[config.mk]
export PLATFORM = sky130hd
export DESIGN_NAME = lsu_result_fifo_flat
export DESIGN_NICKNAME = d
export VERILOG_FILES = /design/src/rtl/lsu_result_fifo_if.sv /design/src/rtl/lsu_result_fifo.sv /design/src/flat_wrapper.sv
export SDC_FILE = /design/constraint.sdc
export NUM_CORES = 1
export LEC_CHECK = 0
export ABC_AREA = 1
export CAP_MARGIN = 5
export CORE_UTILIZATION = 61
export CTS_BUF_LIST = sky130_fd_sc_hd__clkbuf_4 sky130_fd_sc_hd__clkbuf_8
export CTS_CLUSTER_DIAMETER = 60
export CTS_CLUSTER_SIZE = 16
export DETAILED_ROUTE_END_ITERATION = 6
export HOLD_SLACK_MARGIN = 0.02
export PLACE_DENSITY = 0.9
export SETUP_SLACK_MARGIN = 0.05
export SLEW_MARGIN = 20
export SYNTH_ARGS = -nofsm -noshare
export SYNTH_HDL_FRONTEND = slang
export SYNTH_SLANG_ARGS = --single-unit
[constraint.sdc]
create_clock -name clk -period 8.7 [get_ports clk]
set_input_delay 1.74 -clock clk [delete_from_list [all_inputs] [get_ports clk]]
set_output_delay 1.74 -clock clk [all_outputs]
set_load 0.01 [all_outputs]
[src/rtl/lsu_result_fifo_if.sv]
// Result-packet format and the push/pop handshake bundle between the LSU
// issue queue, the result FIFO and the CDB arbiter.
typedef struct packed {
    logic [5:0]  rob_id;
    logic [31:0] value;
    logic        exception;
} cdb_info_t;

interface lsu_result_fifo_if #(
    parameter int unsigned DEPTH   = 4,
    parameter int unsigned PTR_LEN = $clog2(DEPTH)
);
    logic             push_valid_i;
    logic             push_ready_o;
    cdb_info_t        push_data_i;
    logic             pop_valid_o;
    logic             pop_ready_i;
    cdb_info_t        pop_data_o;
    logic [PTR_LEN:0] count_o;
    logic             almost_full_o;

    modport master (
        output push_valid_i, push_data_i, pop_ready_i,
        input  push_ready_o, pop_valid_o, pop_data_o, count_o, almost_full_o
    );

    modport slave (
        input  push_valid_i, push_data_i, pop_ready_i,
        output push_ready_o, pop_valid_o, pop_data_o, count_o, almost_full_o
    );
endinterface

[src/rtl/lsu_result_fifo.sv]
// First-word-fall-through circular FIFO buffering LSU results ahead of the
// CDB arbiter; registered occupancy, single-cycle flush.
module lsu_result_fifo #(
    parameter int unsigned DEPTH   = 4,
    parameter int unsigned PTR_LEN = $clog2(DEPTH)
) (
    input  logic              clk,
    input  logic              rst,
    input  logic              flush,
    lsu_result_fifo_if.slave  io
);
    localparam logic [PTR_LEN:0]   FULL_CNT = (PTR_LEN + 1)'(DEPTH);
    localparam logic [PTR_LEN:0]   AF_CNT   = (PTR_LEN + 1)'(DEPTH - 1);
    localparam logic [PTR_LEN:0]   CNT_ONE  = (PTR_LEN + 1)'(1);
    localparam logic [PTR_LEN-1:0] PTR_ONE  = PTR_LEN'(1);

    cdb_info_t          mem [DEPTH];
    logic [PTR_LEN-1:0] head_q;
    logic [PTR_LEN-1:0] tail_q;
    logic [PTR_LEN:0]   cnt_q;
    logic [PTR_LEN:0]   cnt_next;
    logic               af_q;
    logic               push;
    logic               pop;

    // Full FIFO still accepts when the head leaves in the same cycle.
    assign io.push_ready_o  = (cnt_q != FULL_CNT) | io.pop_ready_i;
    assign io.pop_valid_o   = (cnt_q != '0);
    assign io.pop_data_o    = mem[head_q];
    assign io.count_o       = cnt_q;
    assign io.almost_full_o = af_q;

    assign push = io.push_valid_i & io.push_ready_o;
    assign pop  = io.pop_valid_o & io.pop_ready_i;

    always_comb begin
        cnt_next = cnt_q;
        unique case ({push, pop})
            2'b10:   cnt_next = cnt_q + CNT_ONE;
            2'b01:   cnt_next = cnt_q - CNT_ONE;
            default: cnt_next = cnt_q;
        endcase
    end

    always_ff @(posedge clk) begin
        if (rst || flush) begin
            head_q <= '0;
            tail_q <= '0;
            cnt_q  <= '0;
            af_q   <= 1'b0;
        end else begin
            if (push) tail_q <= tail_q + PTR_ONE;
            if (pop)  head_q <= head_q + PTR_ONE;
            cnt_q <= cnt_next;
            af_q  <= (cnt_next >= AF_CNT);
        end
    end

    // Storage is never cleared; a write coinciding with flush/reset is dropped.
    always_ff @(posedge clk) begin
        if (push && !rst && !flush) mem[tail_q] <= io.push_data_i;
    end
endmodule

[src/flat_wrapper.sv]
// flat-port wrapper written by rule: the top's interface ports become plain ports
module lsu_result_fifo_flat 
#(
    parameter int unsigned DEPTH   = 4,
    parameter int unsigned PTR_LEN = $clog2(DEPTH)
)
  (clk, rst, flush, io_push_valid_i, io_push_data_i, io_pop_ready_i, io_push_ready_o, io_pop_valid_o, io_pop_data_o, io_count_o, io_almost_full_o);
  lsu_result_fifo_if #(.DEPTH(DEPTH), .PTR_LEN(PTR_LEN)) io_i ();
  input  logic clk;
  input  logic rst;
  input  logic flush;
  input wire logic [$bits(io_i.push_valid_i)-1:0] io_push_valid_i;
  input wire logic [$bits(io_i.push_data_i)-1:0] io_push_data_i;
  input wire logic [$bits(io_i.pop_ready_i)-1:0] io_pop_ready_i;
  output wire logic [$bits(io_i.push_ready_o)-1:0] io_push_ready_o;
  output wire logic [$bits(io_i.pop_valid_o)-1:0] io_pop_valid_o;
  output wire logic [$bits(io_i.pop_data_o)-1:0] io_pop_data_o;
  output wire logic [$bits(io_i.count_o)-1:0] io_count_o;
  output wire logic [$bits(io_i.almost_full_o)-1:0] io_almost_full_o;
  assign io_i.push_valid_i = io_push_valid_i;
  assign io_i.push_data_i = io_push_data_i;
  assign io_i.pop_ready_i = io_pop_ready_i;
  assign io_push_ready_o = io_i.push_ready_o;
  assign io_pop_valid_o = io_i.pop_valid_o;
  assign io_pop_data_o = io_i.pop_data_o;
  assign io_count_o = io_i.count_o;
  assign io_almost_full_o = io_i.almost_full_o;
  lsu_result_fifo #(.DEPTH(DEPTH), .PTR_LEN(PTR_LEN)) u_core (.clk(clk), .rst(rst), .flush(flush), .io(io_i));
endmodule
==> results of run 1 <==
==> power breakdown <==
group / leakage (nW) / total, mW / switching [mW] / internal (mW)
combinational: 0.903 / 0.0873 / 0.0442 / 0.0430
sequential: 1.49 / 0.886 / 0.00353 / 0.882
clock: 0.209 / 0.531 / 0.254 / 0.277
==> layout make-up <==
class	instances	area, um2
Inverter	22	85.1
Clock buffer	23	285
Sequential cell	166	4890
Clock inverter	9	101
Multi-Input combinational cell	244	1220
Fill cell	590	2230
Tap cell	133	166
Timing Repair Buffer	94	926
==> worst min path at each step <==
| stage | depth (start not counted) | startpoint | endpoint |
|---|---|---|---|
| 2_1_floorplan | 2 | u_core.head_q[1] | flop |
| 3_3_place_gp | 2 | u_core.head_q[1] | u_core.head_q[1] |
| 3_5_place_dp | 2 | u_core.head_q[1] | u_core.head_q[1] |
| 4_1_cts | 2 | u_core.head_q[1] | u_core.head_q[1] |
| 5_1_grt | 2 | u_core.head_q[1] | u_core.head_q[1] |
| 6_report | 2 | u_core.head_q[1] | u_core.head_q[1] |
==> routing by layer <==
metal  GRT usage, %  wire (um)  vias up
met2           40.7       6390      165
met4           8.67        153        0
li1               -          -     1851
met3           6.64        935       19
met5              0          0        -
met1           27.8       4800     1877
==> cell families (layout without fill, tap and decap cells) <==
kind of cell    count (synthesis)  in the layout  synth area share, %
flops                         166            166                 77.2
compound gates                121            121                 10.3
simple gates                  116            116                 7.10
buf+inv                        47            148                 3.95
fa+ha+maj                       6              6                 1.30
xor+xnor                        1              1                0.138
==> flip-flops by register name, indices dropped and copies added, names as in the netlist, named ones only <==
| register | cells |
|---|---|
| u_core.mem | 156 |
| u_core.io.count_o | 3 |
| u_core.head_q | 2 |
| u_core.tail_q | 2 |
| u_core.io.almost_full_o | 1 |
==> synth_stat cells, drive strengths merged <==
cell | instances | area, um2
clkbuf | 9 | 45.0
dfxtp | 10 | 200
buf | 16 | 120
nand4 | 1 | 6.26
ha | 5 | 62.6
o22ai | 39 | 244
fa | 1 | 20.0
inv | 22 | 85.1
nand3 | 9 | 45.0
xnor2 | 1 | 8.76
o21ai | 79 | 395
edfxtp | 156 | 4680
a21oi | 3 | 15.0
nand2 | 15 | 56.3
nor2 | 91 | 342
==> stage by stage <==
| step | hold slack [ps] | std cells | power [mW] |
|---|---|---|---|
| 2_1_floorplan | 462 | 457 | 0.937 |
| 3_3_place_gp | 489 | 659 | 0.986 |
| 3_5_place_dp | 489 | 659 | 0.991 |
| 4_1_cts | 502 | 691 | 1.51 |
| 5_1_grt | 538 | 691 | 1.55 |
| 6_report | 503 | 691 | 1.50 |
==> critical path: stages <==
cell and delay, ps:
clkdlybuf4s50_1 520, inv_1 60, nand3_1 200, clkdlybuf4s50_1 580
==> results.py, run 1 <==
metrics = {
    "power": {
        "p_leak_nw": 2.60,
        "peakVddDrop_mv": 0.143,
        "p_per_area_nw_per_um2": 196,
    },
    "sta": {
        "finalClockSkew_ps": 12.5,
        "hold_viol": 0,
        "slew_headroom_pct": 49.1,
        "worst_pin_slew_ps": 764,
        "setup_viol": 0,
        "finalCritPeriodShare_pct": 55.7,
        "fin_crit_ps": 4840,
        "rsz0062_at_grt": "no",
        "drv_slew": 0,
        "setup_tns_ps": 0,
        "setup_ws_ps": 3860,
        "max_clock_freq_ghz": 0.206,
    },
    "setup_path": {
        "critPathArrivalTime_ps": 3100,
        "critPathRequiredTime_ps": 6960,
        "reg2reg_from": "u_core.io.count_o[0]",
        "endpoint": "io_push_ready_o",
        "ff2ff_path_depth": 5,
        "worst_setup_path_start_kind": "input port",
        "crit_start": "io_pop_ready_i",
        "crit_path_end_kind": "output pin",
        "path_max_fanout": 7,
        "r2r_end": "u_core.mem[2][14]",
        "crit_type": "input port to output pin",
        "r2r_slack_ps": 6490,
    },
    "route": {
        "via_per_inst": 5.66,
        "vias": 3912,
        "wl_per_cell_um": 17.8,
        "antenna_left": 0,
        "drt_wl_total_um": 12300,
        "route.detailed.drc": 0,
        "drt_iter0_drc": 306,
        "dr.pass1.iters": 5,
    },
    "final_layout": {
        "layout_common_cells": "156 x edfxtp_1, 88 x clkdlybuf4s50_1, 87 x nor2_1, 77 x o21ai_0, 39 x o22ai_1",
        "drive_gt1_share_pct": 8.06,
        "diodes": 0,
        "final_util_pct": 77.4,
        "nets": 595,
        "final_common_cell": "edfxtp_1",
        "design_area_um2": 7670,
        "area_growth_pct": 21.2,
    },
    "job": {
        "maxCapViolCount": 0,
    },
    "yosys": {
        "syn_area_um2": 6330,
        "synth-seq-area-share_pct": 77.2,
        "syn_nets": 507,
        "synth-seq-cells": 166,
        "synth.avg_cell_area_um2": 13.9,
        "post_synth_num_cell_types": 22,
        "netlist_instances": 457,
        "yosys_warnings": 0,
    },
    "floorplanning": {
        "start_util_pct": 63.9,
        "core_um2": 9910,
        "pin_count": 89,
        "die_x_um": 104,
        "dieArea_um2": 10800,
        "die_height_um": 104,
        "rows": 36,
    },
    "cts": {
        "clkTransAtPathRegs_ps": 80,
        "cts_tree": "yes",
        "cts_setup_buffers": 0,
        "hold_buffers": 0,
        "cts_buffer_depth": 2,
        "h-tree-depth": 4,
        "clock_latency_ps": 440,
        "clock_sinks": 166,
        "cts_buffers": 17,
        "cts_resized": 0,
        "cts_root_buf": "clkbuf_8",
    },
    "global_route": {
        "grt-ovfl-total": 0,
        "antenna_found_initial": 0,
        "grtUsageTotal_pct": 23.4,
        "grt_pass1_vias": 3839,
        "grt_pass1_wl_um": 18900,
        "grt_start_max_net_pins": 80,
    },
    "place": {
        "port_buffers": 88,
        "gp_congestion": 0.758,
        "post-place-ws_ps": 3870,
        "dp_hpwl_um": 6890,
        "dpl_cell_area_um2": 7290,
    },
    "status": {
        "status": "finished, final reports clean",
    },
    "hold_path": {
        "hold_class": "flop to flop",
    },
}
Note: power is estimated with default switching activity, not from simulation.
==> run 2, diff against run 1 <==
--- a/config.mk
+++ b/config.mk
@@ -7,13 +7,13 @@
 export LEC_CHECK = 0
 export ABC_AREA = 1
 export CAP_MARGIN = 5
-export CORE_UTILIZATION = 61
+export CORE_UTILIZATION = 51
 export CTS_BUF_LIST = sky130_fd_sc_hd__clkbuf_4 sky130_fd_sc_hd__clkbuf_8
 export CTS_CLUSTER_DIAMETER = 60
 export CTS_CLUSTER_SIZE = 16
 export DETAILED_ROUTE_END_ITERATION = 6
 export HOLD_SLACK_MARGIN = 0.02
-export PLACE_DENSITY = 0.9
+export PLACE_DENSITY = 0.8
 export SETUP_SLACK_MARGIN = 0.05
 export SLEW_MARGIN = 20
 export SYNTH_ARGS = -nofsm -noshare
==> constraint.sdc (replaced) <==
create_clock -name clk -period 4.4 [get_ports clk]
set_input_delay 0.88 -clock clk [delete_from_list [all_inputs] [get_ports clk]]
set_output_delay 0.88 -clock clk [all_outputs]
set_load 0.01 [all_outputs]
==> results.py, run 2 (synthesized netlist as in run 1, its figures left out) <==
metrics = {
    "final_layout": {
        "largest_register_ffs": 156,
        "layout_common_cells": "156 x edfxtp_1, 88 x clkdlybuf4s50_1, 87 x nor2_1, 77 x o21ai_0, 39 x o22ai_1",
        "final_common_cell": "edfxtp_1",
        "regMostFlops": "u_core.mem",
        "diodes": 0,
        "fillers": 878,
        "design_area_um2": 7700,
        "drive_gt1_share_pct": 7.89,
        "area_growth_pct": 21.6,
        "nets": 595,
    },
    "global_route": {
        "antenna_found_initial": 0,
        "grt_start_max_net_pins": 79,
        "grt_pass1_vias": 3863,
        "grt-ovfl-total": 0,
        "grtUsageTotal_pct": 20.2,
        "grt_pass1_wl_um": 19200,
    },
    "place": {
        "port_buffers": 88,
        "gp_congestion": 0.801,
        "dp_hpwl_um": 7110,
        "dpl_cell_area_um2": 7360,
        "post-place-ws_ps": 1240,
    },
    "cts": {
        "cts_tree": "yes",
        "clock_sinks": 166,
        "h-tree-depth": 4,
        "cts_buffer_depth": 2,
        "cts_resized": 0,
        "clkTransAtPathRegs_ps": 80,
        "hold_buffers": 0,
        "clock_latency_ps": 450,
        "cts_buffers": 17,
        "cts_setup_buffers": 0,
        "cts_root_buf": "clkbuf_8",
    },
    "floorplanning": {
        "start_util_pct": 52.5,
        "die_height_um": 113,
        "pin_count": 89,
        "rows": 40,
        "core_um2": 12100,
        "die_x_um": 113,
        "dieArea_um2": 12900,
    },
    "sta": {
        "max_clock_freq_ghz": 0.281,
        "finalClockSkew_ps": 8.11,
        "slew_headroom_pct": 50.4,
        "rsz0062_at_grt": "no",
        "finalCritPeriodShare_pct": 80.9,
        "worst_pin_slew_ps": 744,
        "setup_viol": 0,
        "hold_viol": 0,
        "setup_tns_ps": 0,
        "setup_ws_ps": 840,
        "fin_crit_ps": 3560,
        "drv_slew": 0,
    },
    "setup_path": {
        "critPathRequiredTime_ps": 3520,
        "path_max_fanout": 48,
        "critPathArrivalTime_ps": 2680,
        "crit_path_end_kind": "output pin",
        "worst_setup_path_start_kind": "flop",
        "crit_type": "flop to output pin",
    },
    "power": {
        "p_leak_nw": 2.58,
        "fin_total_pwr_mw": 2.86,
        "peakVddDrop_mv": 0.202,
        "p_per_area_nw_per_um2": 371,
    },
    "route": {
        "vias": 3860,
        "via_per_inst": 5.32,
        "route.detailed.drc": 0,
        "drt_wl_total_um": 12200,
        "dr.pass1.iters": 5,
        "wl_per_cell_um": 16.7,
        "antenna_left": 0,
        "drt_iter0_drc": 431,
    },
    "status": {
        "status": "finished, final reports clean",
    },
    "job": {
        "maxCapViolCount": 0,
    },
    "hold_path": {
        "hold_class": "flop to flop",
    },
}
run 2: cell count changes in the layout (fill, tap and decap cells not counted), sizes merged:
cell / delta
clkbuf: -1
clkinv: +2
clkinvlp: +3
bufinv: -2
inv: -2
run 2: layer usage:
metal	GRT usage, %	up-vias	routed length, um
li1	-	1845	-
met1	25.4	1876	5260
met2	32.2	127	5970
met3	6.59	12	785
met4	9.12	0	137
met5	0	-	0
run 2: power by group:
group          internal (mW)  switching, mW  total, mW
Clock                  0.430          0.501      0.931
Combinational         0.0860         0.0851      0.171
Sequential              1.74        0.00890       1.75
run 2: path summary, 6_finish.rpt:
path,slack [ps],endpoint,depth (start not counted),start
worst max-delay path,840,io_pop_data_o[10],4,flop
worst min register to register,520,u_core.head_q[1],2,u_core.head_q[1]
worst min-delay path,520,u_core.head_q[1],2,u_core.head_q[1]
worst max register to register,2250,u_core.mem[3][3],5,u_core.io.count_o[0]
run 2: critical path: stages, from the launching register on:
cell	delay, ps
dfxtp_2	700
buf_4	520
o21ai_0	170
o22ai_1	250
clkdlybuf4s50_1	580
run 2: area by class of cell:
class                      count  area (um2)  share of cell area, %
clock inverter                10        56.3                  0.731
tap                          168         210                   2.73
inverter                      22        85.1                   1.11
sequential                   166        4890                   63.5
timing repair buffer          94         951                   12.4
multi-input combinational    244        1220                   15.9
clock buffer                  22         284                   3.69
run 2: through the flow:
step	hold WS (ps)	cells	utilization (%)
5_1_grt	548	726	63.8
3_3_place_gp	487	694	61.0
6_report	516	726	63.8
2_1_floorplan	462	457	-
3_5_place_dp	502	694	61.0
4_1_cts	516	726	63.8
